[src/rtl/pit_pkg.sv]
// Shared constants and state encoding for the PIT io initiator.
package pit_pkg;

  localparam logic [1:0] PIT_OP_LOAD        = 2'd0;
  localparam logic [1:0] PIT_OP_READ_COUNT  = 2'd1;
  localparam logic [1:0] PIT_OP_READ_STATUS = 2'd2;
  localparam logic [1:0] PIT_OP_SPEAKER     = 2'd3;

  localparam logic [1:0] PIT_PORT_CTRL = 2'd3;

  // Control-word field values written to port 043h
  localparam logic [1:0] RW_LSB_MSB = 2'b11;
  localparam logic [1:0] READBACK   = 2'b11;
  localparam logic [1:0] RW_LATCH   = 2'b00;

  typedef enum logic [3:0] {
    ST_IDLE,
    ST_WR_CTRL,
    ST_WR_LSB,
    ST_WR_MSB,
    ST_WR_SPK,
    ST_RD_REQ_L,
    ST_RD_CAP_L,
    ST_RD_REQ_H,
    ST_RD_CAP_H,
    ST_GAP,
    ST_RESP
  } state_e;

endpackage

[src/rtl/pit_io_initiator.sv]
// Command-driven io master for the 8254 PIT (040h-043h) and speaker port 61h.
// Each command becomes an ordered sequence of single-cycle io strobes; reads
// are always split into a request cycle and a capture cycle so the slave sees
// a fresh read edge every time.
module pit_io_initiator
  import pit_pkg::*;
#(
  parameter int IO_GAP = 0
) (
  input  logic        clk,
  input  logic        rst,
  input  logic        cmd_valid,
  output logic        cmd_ready,
  input  logic [1:0]  cmd_op,
  input  logic [1:0]  cmd_sel,
  input  logic [2:0]  cmd_mode,
  input  logic [15:0] cmd_data,
  output logic        resp_valid,
  input  logic        resp_ready,
  output logic [15:0] resp_data,
  output logic        resp_err,
  output logic [1:0]  io_address,
  output logic        io_read,
  input  logic [7:0]  io_readdata,
  output logic        io_write,
  output logic [7:0]  io_writedata,
  output logic        speaker_61h_write,
  output logic [7:0]  speaker_61h_writedata
);

  localparam bit         HAS_GAP  = (IO_GAP > 0);
  localparam logic [3:0] GAP_INIT = HAS_GAP ? 4'(IO_GAP - 1) : 4'd0;

  state_e      state_q, state_d;
  state_e      ret_q, ret_d;
  logic [3:0]  gap_q, gap_d;
  logic [15:0] resp_data_q, resp_data_d;
  logic        resp_err_q, resp_err_d;

  logic [1:0]  op_q, sel_q;
  logic [2:0]  mode_q;
  logic [15:0] data_q;

  logic        ld_cmd;
  logic        access_done;
  state_e      adv;

  assign resp_valid = (state_q == ST_RESP);
  assign cmd_ready  = (state_q == ST_IDLE) && !resp_valid;
  assign resp_data  = resp_data_q;
  assign resp_err   = resp_err_q;

  // Control state: FSM, gap counter and response registers.
  always_ff @(posedge clk) begin
    if (rst) begin
      state_q     <= ST_IDLE;
      ret_q       <= ST_IDLE;
      gap_q       <= 4'd0;
      resp_data_q <= 16'h0000;
      resp_err_q  <= 1'b0;
    end else begin
      state_q     <= state_d;
      ret_q       <= ret_d;
      gap_q       <= gap_d;
      resp_data_q <= resp_data_d;
      resp_err_q  <= resp_err_d;
    end
  end

  // Command fields captured at accept; only read while a sequence is active.
  always_ff @(posedge clk) begin
    if (ld_cmd) begin
      op_q   <= cmd_op;
      sel_q  <= cmd_sel;
      mode_q <= cmd_mode;
      data_q <= cmd_data;
    end
  end

  // Next-state and strobe decode; access states hand off to GAP when enabled.
  always_comb begin
    state_d               = state_q;
    ret_d                 = ret_q;
    gap_d                 = gap_q;
    resp_data_d           = resp_data_q;
    resp_err_d            = resp_err_q;
    ld_cmd                = 1'b0;
    access_done           = 1'b0;
    adv                   = ST_IDLE;
    io_address            = 2'd0;
    io_read               = 1'b0;
    io_write              = 1'b0;
    io_writedata          = 8'h00;
    speaker_61h_write     = 1'b0;
    speaker_61h_writedata = 8'h00;

    case (state_q)
      ST_IDLE: begin
        if (cmd_valid) begin
          ld_cmd      = 1'b1;
          resp_data_d = 16'h0000;
          resp_err_d  = 1'b0;
          if (cmd_op != PIT_OP_SPEAKER && cmd_sel == 2'd3) begin
            resp_err_d = 1'b1;
            state_d    = ST_RESP;
          end else if (cmd_op == PIT_OP_SPEAKER) begin
            state_d = ST_WR_SPK;
          end else begin
            state_d = ST_WR_CTRL;
          end
        end
      end
      ST_WR_CTRL: begin
        io_write    = 1'b1;
        io_address  = PIT_PORT_CTRL;
        access_done = 1'b1;
        case (op_q)
          PIT_OP_LOAD: begin
            io_writedata = {sel_q, RW_LSB_MSB, mode_q, 1'b0};
            adv          = ST_WR_LSB;
          end
          PIT_OP_READ_COUNT: begin
            io_writedata = {sel_q, RW_LATCH, 4'b0000};
            adv          = ST_RD_REQ_L;
          end
          default: begin
            // Read-back latching status only, for the selected counter
            io_writedata = {READBACK, 1'b1, 1'b0, sel_q == 2'd2,
                            sel_q == 2'd1, sel_q == 2'd0, 1'b0};
            adv          = ST_RD_REQ_L;
          end
        endcase
      end
      ST_WR_LSB: begin
        io_write     = 1'b1;
        io_address   = sel_q;
        io_writedata = data_q[7:0];
        access_done  = 1'b1;
        adv          = ST_WR_MSB;
      end
      ST_WR_MSB: begin
        io_write     = 1'b1;
        io_address   = sel_q;
        io_writedata = data_q[15:8];
        access_done  = 1'b1;
        adv          = ST_RESP;
      end
      ST_WR_SPK: begin
        speaker_61h_write     = 1'b1;
        speaker_61h_writedata = {6'b000000, data_q[1:0]};
        access_done           = 1'b1;
        adv                   = ST_RESP;
      end
      ST_RD_REQ_L: begin
        io_read    = 1'b1;
        io_address = sel_q;
        state_d    = ST_RD_CAP_L;
      end
      ST_RD_CAP_L: begin
        resp_data_d[7:0] = io_readdata;
        access_done      = 1'b1;
        adv              = (op_q == PIT_OP_READ_COUNT) ? ST_RD_REQ_H : ST_RESP;
      end
      ST_RD_REQ_H: begin
        io_read    = 1'b1;
        io_address = sel_q;
        state_d    = ST_RD_CAP_H;
      end
      ST_RD_CAP_H: begin
        resp_data_d[15:8] = io_readdata;
        access_done       = 1'b1;
        adv               = ST_RESP;
      end
      ST_GAP: begin
        if (gap_q == 4'd0) state_d = ret_q;
        else               gap_d   = gap_q - 4'd1;
      end
      ST_RESP: begin
        if (resp_ready) state_d = ST_IDLE;
      end
      default: state_d = ST_IDLE;
    endcase

    if (access_done) begin
      if (HAS_GAP) begin
        state_d = ST_GAP;
        ret_d   = adv;
        gap_d   = GAP_INIT;
      end else begin
        state_d = adv;
      end
    end
  end

endmodule

[config.mk]
export PLATFORM = sky130hd
export DESIGN_NAME = pit_io_initiator
export DESIGN_NICKNAME = d
export VERILOG_FILES = /design/src/rtl/pit_pkg.sv /design/src/rtl/pit_io_initiator.sv
export SDC_FILE = /design/constraint.sdc
export NUM_CORES = 1
export LEC_CHECK = 0
export ABC_AREA = 1
export ABC_CLOCK_PERIOD_IN_PS = 2500
export BUFFER_PORTS_ARGS = -buffer_cell sky130_fd_sc_hd__buf_2
export CAP_MARGIN = 20
export CORE_ASPECT_RATIO = 1.4
export CORE_UTILIZATION = 53
export CTS_CLUSTER_DIAMETER = 60
export DETAILED_ROUTE_END_ITERATION = 7
export PLACE_DENSITY = 0.86
export SETUP_SLACK_MARGIN = 0.5
export SYNTH_ARGS = -nofsm -noshare
export SYNTH_HDL_FRONTEND = slang
export SYNTH_SLANG_ARGS = --single-unit
[constraint.sdc]
create_clock -name clk -period 2.5 [get_ports clk]
set_clock_uncertainty 0.1 [all_clocks]
set_input_delay 0.125 -clock clk [delete_from_list [all_inputs] [get_ports clk]]
set_output_delay 0.125 -clock clk [all_outputs]
set_load 0.01 [all_outputs]
==> results of run 1 <==
## state kept, by name, indices dropped and copies added (netlist names)
register and count:
data_q 16, resp_data 16, gap_q 4, state_q 4
mode_q 3, op_q 2, sel_q 2, resp_err 1
## logic make-up (layout without fill, tap and decap cells)
logic type	Yosys count	in the layout	share of synthesized area (%)
compound gates	32	32	7.82
fa+ha+maj	1	1	0.579
buf+inv	39	139	7.82
flops	48	48	55.1
other cells	1	6	0.174
simple gates	134	134	28.5
## cell usage in the layout, fill, tap and decap left out, types with 2 or more instances in the layout
cell,netlist,layout
nand2_1,73,73
inv_2,6,6
o21ai_0,7,7
dfxtp_1,25,23
nand2_2,4,4
buf_2,0,68
nor2_4,6,6
nand3_1,12,12
a21oi_1,20,20
dlygate4sd3_1,0,31
clkbuf_8,0,5
nor3_1,2,2
edfxtp_1,23,23
nor2_1,25,25
conb_1,1,6
dfxtp_2,0,2
o22ai_1,2,2
nand4_1,8,8
inv_1,25,25
## layout make-up
cell class / count / area, sq um
Clock buffer: 5 / 68.8
Clock inverter: 3 / 20.0
Fill cell: 265 / 988
Inverter: 31 / 116
Multi-Input combinational cell: 173 / 820
Sequential cell: 48 / 1190
Tap cell: 43 / 53.8
Timing Repair Buffer: 100 / 658
## routing by layer
layer  vias up  global-route usage, %  wire length (um)
met1       978                   29.3              2140
li1       1029                      -                 -
met5         -                      0                 0
met2       127                   53.2              3190
met4         0                   20.2               345
met3        29                   6.33               446
## where the power goes
part | internal, W | switching [W] | total (W)
Clock | 0.000200 | 0.000275 | 0.000475
Sequential | 0.00101 | 0.000101 | 0.00112
Combinational | 0.000358 | 0.000702 | 0.00106
Total | 0.00157 | 0.00108 | 0.00265
## through the flow
step / cells / util [%]
4_1_cts: 403 / 74.7
3_5_place_dp: 364 / 64.5
2_1_floorplan: 260 / -
6_report: 403 / 74.8
5_1_grt: 403 / 74.8
3_3_place_gp: 364 / 64.5
## how the worst max path moves through the flow
stage	start	end	slack, ns	cells after the start
6_report	state_q[3]	io_writedata[2]	0.63	6
5_1_grt	state_q[3]	io_writedata[2]	0.51	6
4_1_cts	state_q[0]	io_writedata[3]	0.63	8
3_5_place_dp	state_q[0]	resp_data[10]	0.74	7
3_3_place_gp	state_q[3]	resp_data[8]	0.83	7
2_1_floorplan	state_q[3]	resp_data[0]	0.89	8
## critical path: cells and delay by family, from the launching register on
| family | cells | cell delay (ns) |
|---|---|---|
| AND/OR/NAND/NOR | 4 | 0.73 |
| flip-flops | 1 | 0.36 |
| buffers and inverters | 2 | 0.25 |
## repair_timing
item / CTS / global route
resized for setup: 0 / 2
hold buffers: 31 / 0
setup endpoints to repair: 0 / 2
hold endpoints to repair: 37 / 0
==> results_dict.tcl, run 1 <==
set metrics [dict create \
    outcome "completed" \
    max_clock_freq_mhz 534 \
    area_growth_pct 35.6 \
    timing.final.crit_period_ns 1.87 \
    synth_area_leaders "edfxtp_1, dfxtp_1, nand2_1" \
    path_clk_slew_ns 0.10 \
    hold_path_depth 2 \
    hp-start "rst" \
    grt_max_degree 21 \
    start_util_pct 55.1 \
    r2r-start "state_q[3]" \
    root_buffer "clkbuf_8" \
    track_usage_pct 29.4 \
    power_density_mw_per_mm2 904 \
    cts_tree "built" \
    clockBufferDepth 2 \
    gp_congestion 0.930 \
    critPathMaxFanout 8 \
    drt-initial-drc-count 107 \
    syn_area_sq_mm 0.00216 \
    cts.sinks 48 \
    whs_ns 0.112 \
    remaining_drc_errors 0 \
    rr_worst_depth 7 \
    p_leak_nw 1.39 \
    synthMostInstantiatedCell "nand2_1" \
    synth_top_area_share_pct 32.0 \
    synth_edf_count 23 \
    ios 75 \
    routed_via_density 5.37 \
    vdd_drop_max_mv 0.670 \
    final_antenna_net_count 0 \
    total_power_w 0.00265 \
    dp_hpwl_mm 3.80 \
    finalWirelength_mm 6.12 \
    critPathArrivalTime_ns 1.65 \
    grt_pass1_wl_mm 9.69 \
    synth_ff_type "dfxtp_1" \
    synth_area_leader_cell "edfxtp_1" \
    slew_viol_final 0 \
    h-tree-depth 2 \
    ys_types 25 \
    vias 2163 \
    synth_common_cells "nand2_1, dfxtp_1, inv_1, nor2_1, edfxtp_1" \
    post_cts_buffers 0 \
    coreArea_sq_mm 0.00392 \
    worstHoldPathType "in -> reg" \
    rows 27 \
    antenna_found_initial 0 \
    syn_avg_cell_area_sq_um 8.47 \
    rsz0062_at_grt "false" \
    fin_crit_sh_pct 74.9 \
    clk_latency_ns 0.31 \
    slowest_delay_ns 0.36 \
    cp-end-kind "output pin" \
    crit_type "reg -> out" \
    nets 395 \
    stdcell_area_sq_mm 0.00293 \
    dieWidth_um 56.0 \
    path_cells "nor2_4 > inv_1 > nor2_2 > nand4_1 > nand4_1 > buf_2" \
    r2r-end "resp_data[12]" \
    synth-seq-cells 48 \
    grt_pass1_vias 2147 \
    yosysWarnings 0 \
    dpl_cell_area_sq_mm 0.00253 \
    hold_viol 0 \
    portBuffers 68 \
    wire_per_inst_um 15.2 \
    dieHeight_um 77.6 \
    layout-drive-gt1-share_pct 27.2 \
    finalSetupViolCount 0 \
    setup_tns_ns 0 \
    cp-start-kind "register" \
    fin_ws_ns 0.627 \
    r2r_slack_ns 0.70 \
    grt.overflow.total 0 \
    cp_slowest_cell "dfxtp_1" \
    cts_buffers 5 \
    ys_seq_area_share_pct 55.1 \
    diodes 0 \
    crit_required_ns 2.28 \
    async_reset_ff_share_pct 0 \
    post-place-ws_ns 0.738 \
    die_area_sq_mm 0.00434 \
    drv_cap 0 \
    first_pass_iters 4 \
    synth_cells 255 \
    path_common_cell "nand4_1" \
    hold_end "resp_data[0]" \
]
No activity file was read; power rests on OpenSTA's default activity.
==> run 2, diff against run 1 <==
--- a/config.mk
+++ b/config.mk
@@ -6,14 +6,14 @@
 export NUM_CORES = 1
 export LEC_CHECK = 0
 export ABC_AREA = 1
-export ABC_CLOCK_PERIOD_IN_PS = 2500
+export ABC_CLOCK_PERIOD_IN_PS = 1850
 export BUFFER_PORTS_ARGS = -buffer_cell sky130_fd_sc_hd__buf_2
 export CAP_MARGIN = 20
 export CORE_ASPECT_RATIO = 1.4
-export CORE_UTILIZATION = 53
+export CORE_UTILIZATION = 49
 export CTS_CLUSTER_DIAMETER = 60
 export DETAILED_ROUTE_END_ITERATION = 7
-export PLACE_DENSITY = 0.86
+export PLACE_DENSITY = 0.8
 export SETUP_SLACK_MARGIN = 0.5
 export SYNTH_ARGS = -nofsm -noshare
 export SYNTH_HDL_FRONTEND = slang
==> constraint.sdc (replaced) <==
create_clock -name clk -period 1.85 [get_ports clk]
set_clock_uncertainty 0.1 [all_clocks]
set_input_delay 0.0925 -clock clk [delete_from_list [all_inputs] [get_ports clk]]
set_output_delay 0.0925 -clock clk [all_outputs]
set_load 0.01 [all_outputs]
==> results_dict.tcl, run 2 (synthesized netlist as in run 1, its figures left out) <==
set metrics [dict create \
    outcome "completed" \
    dpl_cell_area_sq_mm 0.00256 \
    nets 416 \
    portBuffers 68 \
    total_power_w 0.00436 \
    finalSetupViolCount 0 \
    clockBufferDepth 2 \
    slew_viol_final 0 \
    cts_buffers 5 \
    fin_crit_sh_pct 97.9 \
    whs_ns 0.0873 \
    hold_viol 0 \
    grt_pass1_wl_mm 10.7 \
    wire_per_inst_um 15.9 \
    track_usage_pct 30.9 \
    stdcell_area_sq_mm 0.00331 \
    routed_via_density 5.33 \
    cts.sinks 48 \
    critPathMaxFanout 7 \
    mostFrequentLayoutCells "nand2_1, buf_2, dlygate4sd3_1" \
    grt_max_degree 21 \
    remaining_drc_errors 0 \
    mostFrequentLayoutCell "nand2_1" \
    setup_tns_ns 0 \
    power_density_mw_per_mm2 1320 \
    dp_cells 382 \
    start_util_pct 51.0 \
    drt-initial-drc-count 233 \
    final_antenna_net_count 0 \
    dieHeight_um 80.6 \
    rows 28 \
    grt_pass1_vias 2344 \
    gp_congestion 0.927 \
    crit_type "reg -> reg" \
    path_clk_slew_ns 0.09 \
    finalWirelength_mm 7.03 \
    first_pass_iters 6 \
    die_area_sq_mm 0.00468 \
    area_growth_pct 53.4 \
    finalNonFillerCells 441 \
    drv_cap 0 \
    critPathArrivalTime_ns 1.73 \
    timing.final.crit_period_ns 1.81 \
    vdd_drop_max_mv 0.672 \
    dieWidth_um 58.1 \
    layout-drive-gt1-share_pct 39.6 \
    dp_hpwl_mm 3.80 \
    vias 2351 \
    h-tree-depth 2 \
    clk_latency_ns 0.30 \
    diodes 0 \
    p_leak_nw 1.52 \
    worstHoldPathType "in -> reg" \
    coreArea_sq_mm 0.00424 \
    rsz0062_at_grt "true" \
    antenna_found_initial 0 \
    grt.overflow.total 0 \
    cp-end-kind "register" \
    cts_tree "built" \
    crit_required_ns 1.77 \
    ios 75 \
    root_buffer "clkbuf_8" \
    max_clock_freq_mhz 552 \
    cp-start-kind "register" \
]
run 2: final timing paths:
check                     from            to  slack (ns)  cells after the start
setup reg to reg    state_q[3]    data_q[10]        0.04                      7
setup / recovery    state_q[3]    data_q[10]        0.04                      7
hold reg to reg   resp_data[9]  resp_data[9]        0.36                      2
hold / removal      resp_ready    state_q[2]        0.09                      5
run 2: report_power, final:
group | switching (W) | internal, W | total (W) | leakage [nW]
registers | 0.000142 | 0.00138 | 0.00153 | 0.420
clock network | 0.000364 | 0.000306 | 0.000670 | 0.0516
logic | 0.00128 | 0.000891 | 0.00217 | 1.05
total | 0.00178 | 0.00258 | 0.00436 | 1.52
run 2: repair_timing:
item / CTS / global route
buffers inserted: 11 / 7
cloned: 2 / 0
resized for setup: 49 / 20
setup endpoints to repair: 54 / 65
hold buffers: 31 / 0
pin swaps: 9 / 8
endpoints found under the hold margin: 39 / 0
run 2: worst max-delay path, stage by stage, from the launching register on:
cell and delay, ns:
dfxtp_4 0.38, nor2_4 0.19, buf_4 0.15, buf_6 0.08, nand2_2 0.09, nor2_4 0.25, buf_4 0.17, buf_6 0.12
run 2: area by class of cell:
cell class | count | area [sq um]
Sequential cell | 48 | 1200
Multi-Input combinational cell | 173 | 937
Fill cell | 265 | 925
Timing Repair Buffer | 121 | 876
Inverter | 31 | 126
Clock buffer | 6 | 82.6
Tap cell | 60 | 75.1
Clock inverter | 2 | 13.8
run 2: metal layers:
layer | GRT usage [%] | share of wire [%] | wire length (um)
met4 | 17.4 | 4.7 | 327
met5 | 0 | 0 | 0
met1 | 29.6 | 34 | 2370
met3 | 6.28 | 7.1 | 497
met2 | 59.3 | 55 | 3830
run 2: through the flow:
step / util [%] / setup slack [ns]
floorplan: - / 0.257
global placement: 60.4 / 0.353
detailed placement: 60.4 / 0.324
CTS: 75.2 / 0.164
global route: 78.2 / -0.0630
finish: 78.2 / 0.0398
